**src/rtl/cam_pattern_gen.sv**
```systemverilog
// cam_pattern_gen: synthetic 2PPC raw camera source (vsync/valid/pixel beats).
// Ports: i_pclk, i_arstn, i_en, i_mode -> o_vsync, o_valid, o_p, o_frame_cnt,
//   o_checksum, o_checksum_valid. Optional: CAM_PATTERN_GEN_CHECKSUM_EN.
module cam_pattern_gen #(
  parameter int P_DEPTH      = 10,
  parameter int PW           = P_DEPTH * 2,
  parameter int FRAME_WIDTH  = 640,
  parameter int FRAME_HEIGHT = 480,
  parameter int H_BLANK      = 32,
  parameter int VS_LEAD      = 8,
  parameter int VS_TRAIL     = 8,
  parameter int V_BLANK      = 64
) (
  input  logic          i_pclk,
  input  logic          i_arstn,
  input  logic          i_en,
  input  logic [1:0]    i_mode,
  output logic          o_vsync,
  output logic          o_valid,
  output logic [PW-1:0] o_p,
  output logic [7:0]    o_frame_cnt,
  output logic [15:0]   o_checksum,
  output logic          o_checksum_valid
);

  function automatic int max2(input int a, input int b);
    return (a > b) ? a : b;
  endfunction

  localparam int BEATS = FRAME_WIDTH / 2;
  localparam int XW    = (BEATS > 1) ? $clog2(BEATS) : 1;
  localparam int YW    = (FRAME_HEIGHT > 1) ? $clog2(FRAME_HEIGHT) : 1;
  localparam int BMAX  =
    max2(max2(VS_LEAD, H_BLANK), max2(VS_TRAIL, V_BLANK));
  localparam int CW    = (BMAX > 1) ? $clog2(BMAX) : 1;

  typedef enum logic [2:0] {
    S_IDLE,
    S_VS_LEAD,
    S_ACTIVE,
    S_HBLANK,
    S_VS_TRAIL,
    S_VBLANK
  } state_e;

  state_e          state_q, state_d;
  logic [XW-1:0]   x_q, x_d;
  logic [YW-1:0]   y_q, y_d;
  logic [CW-1:0]   cnt_q, cnt_d;
  logic [1:0]      mode_q, mode_d;
  logic [7:0]      frame_cnt_q, frame_cnt_d;
  logic            vsync_q, vsync_d;
  logic            valid_q, valid_d;
  logic [PW-1:0]   p_q, p_d;
  logic            start;
  logic            frame_done;

  logic [P_DEPTH-1:0] col_lo, col_hi, pix_lo, pix_hi;
  logic [XW+3:0]      x_pad;
  logic [YW+3:0]      y_pad;
  logic               chk_on;
  logic               unused_pad;

  always_comb begin
    state_d     = state_q;
    x_d         = x_q;
    y_d         = y_q;
    cnt_d       = cnt_q;
    mode_d      = mode_q;
    frame_cnt_d = frame_cnt_q;
    start       = 1'b0;
    frame_done  = 1'b0;
    unique case (state_q)
      S_IDLE: begin
        if (i_en) begin
          state_d = S_VS_LEAD;
          cnt_d   = '0;
          mode_d  = i_mode;
          start   = 1'b1;
        end
      end
      S_VS_LEAD: begin
        if (cnt_q == CW'(VS_LEAD - 1)) begin
          state_d = S_ACTIVE;
          cnt_d   = '0;
          x_d     = '0;
          y_d     = '0;
        end else begin
          cnt_d = cnt_q + CW'(1);
        end
      end
      S_ACTIVE: begin
        if (x_q == XW'(BEATS - 1)) begin
          x_d   = '0;
          cnt_d = '0;
          if (y_q == YW'(FRAME_HEIGHT - 1)) begin
            state_d = S_VS_TRAIL;
          end else begin
            state_d = S_HBLANK;
          end
        end else begin
          x_d = x_q + XW'(1);
        end
      end
      S_HBLANK: begin
        if (cnt_q == CW'(H_BLANK - 1)) begin
          state_d = S_ACTIVE;
          cnt_d   = '0;
          y_d     = y_q + YW'(1);
        end else begin
          cnt_d = cnt_q + CW'(1);
        end
      end
      S_VS_TRAIL: begin
        if (cnt_q == CW'(VS_TRAIL - 1)) begin
          state_d     = S_VBLANK;
          cnt_d       = '0;
          frame_cnt_d = frame_cnt_q + 8'd1;
          frame_done  = 1'b1;
        end else begin
          cnt_d = cnt_q + CW'(1);
        end
      end
      S_VBLANK: begin
        if (cnt_q == CW'(V_BLANK - 1)) begin
          cnt_d = '0;
          if (i_en) begin
            state_d = S_VS_LEAD;
            mode_d  = i_mode;
            start   = 1'b1;
          end else begin
            state_d = S_IDLE;
          end
        end else begin
          cnt_d = cnt_q + CW'(1);
        end
      end
      default: state_d = S_IDLE;
    endcase
  end

  // Pixel of the beat about to be registered; column c = 2x / 2x+1,
  // so c[3] is x[2].
  assign x_pad      = (XW + 4)'(x_d);
  assign y_pad      = (YW + 4)'(y_d);
  assign chk_on     = x_pad[2] ^ y_pad[3];
  assign unused_pad = ^{x_pad, y_pad};

  always_comb begin
    col_lo = P_DEPTH'({x_d, 1'b0});
    col_hi = col_lo | P_DEPTH'(1);
    pix_lo = '0;
    pix_hi = '0;
    unique case (mode_q)
      2'd0: begin
        pix_lo = col_lo;
        pix_hi = col_hi;
      end
      2'd1: begin
        pix_lo = P_DEPTH'(y_d);
        pix_hi = P_DEPTH'(y_d);
      end
      2'd2: begin
        pix_lo = chk_on ? '1 : '0;
        pix_hi = chk_on ? '1 : '0;
      end
      2'd3: begin
        pix_lo = P_DEPTH'(frame_cnt_q);
        pix_hi = P_DEPTH'(frame_cnt_q);
      end
    endcase
  end

  always_comb begin
    valid_d = (state_d == S_ACTIVE);
    vsync_d = (state_d == S_VS_LEAD) || (state_d == S_ACTIVE) ||
              (state_d == S_HBLANK)  || (state_d == S_VS_TRAIL);
    p_d     = valid_d ? PW'({pix_hi, pix_lo}) : '0;
  end

  always_ff @(posedge i_pclk or negedge i_arstn) begin
    if (!i_arstn) begin
      state_q     <= S_IDLE;
      x_q         <= '0;
      y_q         <= '0;
      cnt_q       <= '0;
      mode_q      <= '0;
      frame_cnt_q <= '0;
      vsync_q     <= 1'b0;
      valid_q     <= 1'b0;
      p_q         <= '0;
    end else begin
      state_q     <= state_d;
      x_q         <= x_d;
      y_q         <= y_d;
      cnt_q       <= cnt_d;
      mode_q      <= mode_d;
      frame_cnt_q <= frame_cnt_d;
      vsync_q     <= vsync_d;
      valid_q     <= valid_d;
      p_q         <= p_d;
    end
  end

  assign o_vsync     = vsync_q;
  assign o_valid     = valid_q;
  assign o_p         = p_q;
  assign o_frame_cnt = frame_cnt_q;

`ifdef CAM_PATTERN_GEN_CHECKSUM_EN
  logic [15:0] sum_q, sum_d;
  logic [15:0] cks_q, cks_d;
  logic        ckv_q, ckv_d;

  // The last beat is already in sum_q when VS_TRAIL ends.
  always_comb begin
    sum_d = sum_q;
    if (start) begin
      sum_d = '0;
    end else if (valid_d) begin
      sum_d = sum_q + 16'(pix_lo) + 16'(pix_hi);
    end
    cks_d = frame_done ? sum_q : cks_q;
    ckv_d = frame_done;
  end

  always_ff @(posedge i_pclk or negedge i_arstn) begin
    if (!i_arstn) begin
      sum_q <= '0;
      cks_q <= '0;
      ckv_q <= 1'b0;
    end else begin
      sum_q <= sum_d;
      cks_q <= cks_d;
      ckv_q <= ckv_d;
    end
  end

  assign o_checksum       = cks_q;
  assign o_checksum_valid = ckv_q;
`else
  logic unused_cks;
  assign unused_cks       = frame_done ^ start;
  assign o_checksum       = '0;
  assign o_checksum_valid = 1'b0;
`endif

endmodule

```
**config.mk**
```make
export PLATFORM = sky130hd
export DESIGN_NAME = cam_pattern_gen
export DESIGN_NICKNAME = d
export VERILOG_FILES = /design/src/rtl/cam_pattern_gen.sv
export SDC_FILE = /design/constraint.sdc
export NUM_CORES = 1
export LEC_CHECK = 0
export ABC_AREA = 1
export CAP_MARGIN = 25
export CORE_UTILIZATION = 55
export DETAILED_ROUTE_END_ITERATION = 10
export GPL_ROUTABILITY_DRIVEN = 0
export PLACE_DENSITY_LB_ADDON = 0.15
export RECOVER_POWER = 100
export SLEW_MARGIN = 0
export SYNTH_ARGS = -nofsm -noshare
export SYNTH_HDL_FRONTEND = slang
export SYNTH_SLANG_ARGS = --single-unit
export TNS_END_PERCENT = 100
```
**constraint.sdc**
```tcl
create_clock -name i_pclk -period 3.3 [get_ports i_pclk]
set_clock_uncertainty 0.15 [all_clocks]
set_input_delay 0.33 -clock i_pclk [delete_from_list [all_inputs] [get_ports i_pclk]]
set_output_delay 0.33 -clock i_pclk [all_outputs]
set_load 0.01 [all_outputs]
```
==> flow_metrics.env <==
export IMPL_timing_slew_headroom_pct=-17.1
export IMPL_final_cell_mix="nand2_1 (111), dfrtp_1 (50), inv_1 (46)"
export IMPL_post_cts_repair_setup_buffers=0
export IMPL_cts_max_level=2
export IMPL_period_needed_ns=2.61
export IMPL_first_pass_iters=5
export IMPL_grt_setup_unrepaired="false"
export IMPL_yosys_cell_types_count=37
export IMPL_detail_route_drc_violations=0
export IMPL_grtUsageMet3_pct=3.95
export IMPL_cap_violations=1
export IMPL_crit_path_cell_trace="inv_1 -> nand2_1 -> nor2_1 -> o21ai_0 -> o21ai_0 -> nor2_4 -> nand2_4 -> nor2_1 -> nand3_1 -> nand2_1 -> nand2_1 -> inv_1"
export IMPL_dieArea_um2=6150
export IMPL_worstSkewPairLatency_ns=0.30
export IMPL_irDropWorstVdd_v=0.000157
export IMPL_finish_net_count=456
export IMPL_critPathSlowestCell="nor2_1"
export IMPL_design_core_area_um2=5570
export IMPL_critical_path_class="register to register"
export IMPL_timing_worst_slew_pin_value_ns=1.76
export IMPL_dp_cells=511
export IMPL_crit_path_end_kind="register"
export IMPL_inserted_clock_buffers=5
export IMPL_power_density_over_the_cells_nw_per_um2=288
export IMPL_worstPathArrival_ns=2.67
export IMPL_hold_viol=0
export IMPL_final_common_cell="nand2_1"
export IMPL_wl_mm=7.13
export IMPL_netlist_area_um2=3210
export IMPL_syn_inst=416
export IMPL_tns_ns=0
export IMPL_share_of_layout_cells_above_drive_strength_1_pct=9.38
export IMPL_drt_wirelength_per_cell_um=13.7
export IMPL_final_period_utilization_pct=79.2
export IMPL_post_dp_cell_area_um2=3500
export IMPL_synth_yosys_seq_area_share_pct=39.0
export IMPL_cts_buffer_depth=2
export IMPL_postLayoutCellArea_um2=3500
export IMPL_pre_cts_slack_ns=1.15
export IMPL_dp_hpwl_mm=5.44
export IMPL_ys_seq_elements=50
export IMPL_global_route_usage_total_pct=25.0
export IMPL_n_antenna_cell=0
export IMPL_setup_violations=0
export IMPL_worst_path_largest_cell_delay_ns=0.64
export IMPL_vias=2685
export IMPL_hold_class="register to register"
export IMPL_grt_start_max_net_pins=32
export IMPL_grt_first_pass_wirelength_mm=11.9
export IMPL_finalHoldWorstSlack_ns=0.336
export IMPL_io_pins=52
export IMPL_cts_root_buffer="clkbuf_8"
export IMPL_antenna_nets_post_route=0
export IMPL_worstPathMaxFanout=12
export IMPL_clkTransAtPathRegs_ns=0.09
export IMPL_global_route_usage_met1_pct=34.4
export IMPL_cpLargestDelayFamily="simple AND/OR/NAND/NOR gates"
export IMPL_global_route_peak_usage_layer="met2"
export IMPL_synth_area_per_cell_um2=7.72
export IMPL_finalWorstSetupSlack_ns=0.687
export IMPL_total_leakage_power_nw=1.91
export IMPL_buffer_ports_inserted=34
export IMPL_global_route_overflow_total=0
export IMPL_prevailing_post_synth_register_cell="dfrtp_1"
export IMPL_chipHeight_um=78.4
export IMPL_synth_async_sr_flop_share_pct=100
export IMPL_status="finished, violations left"
export IMPL_grt_antenna_before_repair=0
export IMPL_post_synth_edffs=0
export IMPL_num_rows=27
export IMPL_timing_critical_path_buf_inv=2
export IMPL_cts_num_sinks=50
export IMPL_finalNonFillerCells=520
export IMPL_crit_path_start_kind="register"
export IMPL_global_route_usage_met2_pct=40.9
export IMPL_area_delta_synth_final_pct=8.96
export IMPL_grt_pass1_vias=2519
export IMPL_failing_checks="capacitance limit, slew limit"
export IMPL_critPathMostFrequentCell="nand2_1"
export IMPL_yosys_warnings=0
export IMPL_route_detailed_vias_per_inst=5.16
export IMPL_drt_iter0_markers=123
export IMPL_die_w_um=78.4
export IMPL_cp_data_required_time_ns=3.36
export IMPL_maxSlewViolCount=32
export IMPL_cts_tree="yes"
export IMPL_maxClockFrequency_mhz=383
export IMPL_initial_core_util_pct=57.6
[stage by stage]
step / utilization [%] / power, mW
CTS: 64.6 / 1.01
global placement: 62.7 / 0.651
global route: 62.8 / 1.04
detailed placement: 62.7 / 0.651
floorplan: - / 0.648
finish: 62.8 / 1.01
[flip-flops by register name, indices dropped and copies added (netlist names)]
name / flops
cnt_q: 6
mode_q: 2
o_frame_cnt: 8
o_p: 11
o_valid: 1
o_vsync: 1
state_q: 3
x_q: 9
y_q: 9
[power by group]
group	leakage [nW]	switching (mW)	internal [mW]
Sequential	0.658	0	0.612
Combinational	1.20	0.0221	0.00495
Clock	0.0482	0.199	0.170
Total	1.91	0.221	0.787
[cells in the mapped netlist, types with 7 or more instances]
master | number | area share (%)
nand2_1 | 100 | 12
dfrtp_1 | 50 | 39
inv_1 | 44 | 5.1
nand3_1 | 36 | 5.6
nor2_1 | 34 | 4.0
buf_4 | 27 | 6.3
nand2_2 | 15 | 2.9
nand4_1 | 11 | 2.1
o21ai_0 | 11 | 1.7
inv_2 | 10 | 1.2
nor2_2 | 8 | 1.6
o21ai_1 | 8 | 1.2
a21oi_1 | 7 | 1.1
[per-layer routing]
layer | up-vias | routed length (um)
li1 | 1355 | -
met1 | 1253 | 3370
met2 | 70 | 3400
met3 | 7 | 287
met4 | 0 | 70
met5 | - | 0
[cell families after synthesis]
family	Yosys count	synth area share (%)
multiplexers	1	0.351
buffers and inverters	82	12.8
XOR/XNOR	8	2.18
AND/OR/NAND/NOR	232	37.1
flip-flops	50	39.0
AO/OA/AOI/OAI	38	6.93
other	1	0.117
adder cells (fa/ha/maj)	4	1.56
[path summary, 6_finish.rpt]
kind / from / to / slack, ns / depth (start not counted)
setup / recovery: state_q[2] / o_p[11] / 0.69 / 12
hold / removal: o_frame_cnt[7] / o_frame_cnt[7] / 0.34 / 1
setup reg to reg: state_q[2] / o_p[11] / 0.69 / 12
hold reg to reg: o_frame_cnt[7] / o_frame_cnt[7] / 0.34 / 1
max in group asynchronous: i_arstn / o_frame_cnt[1] / 1.03 / 3
min in group asynchronous: i_arstn / cnt_q[3] / 0.87 / 2
[layout make-up]
cell class	instances	area (um^2)
clock buffer	7	86.3
tap	72	90.1
inverter	54	203
timing repair buffer	36	352
clock inverter	1	5.00
multi-input combinational	300	1510
sequential	50	1250
fill	530	2070
[timing repair]
| item | CTS | global route |
|---|---|---|
| resized for setup | 0 | 0 |
| hold endpoints to repair | 30 | 0 |
| hold buffers | 1 | 0 |
(Power assumes the default switching activity.)
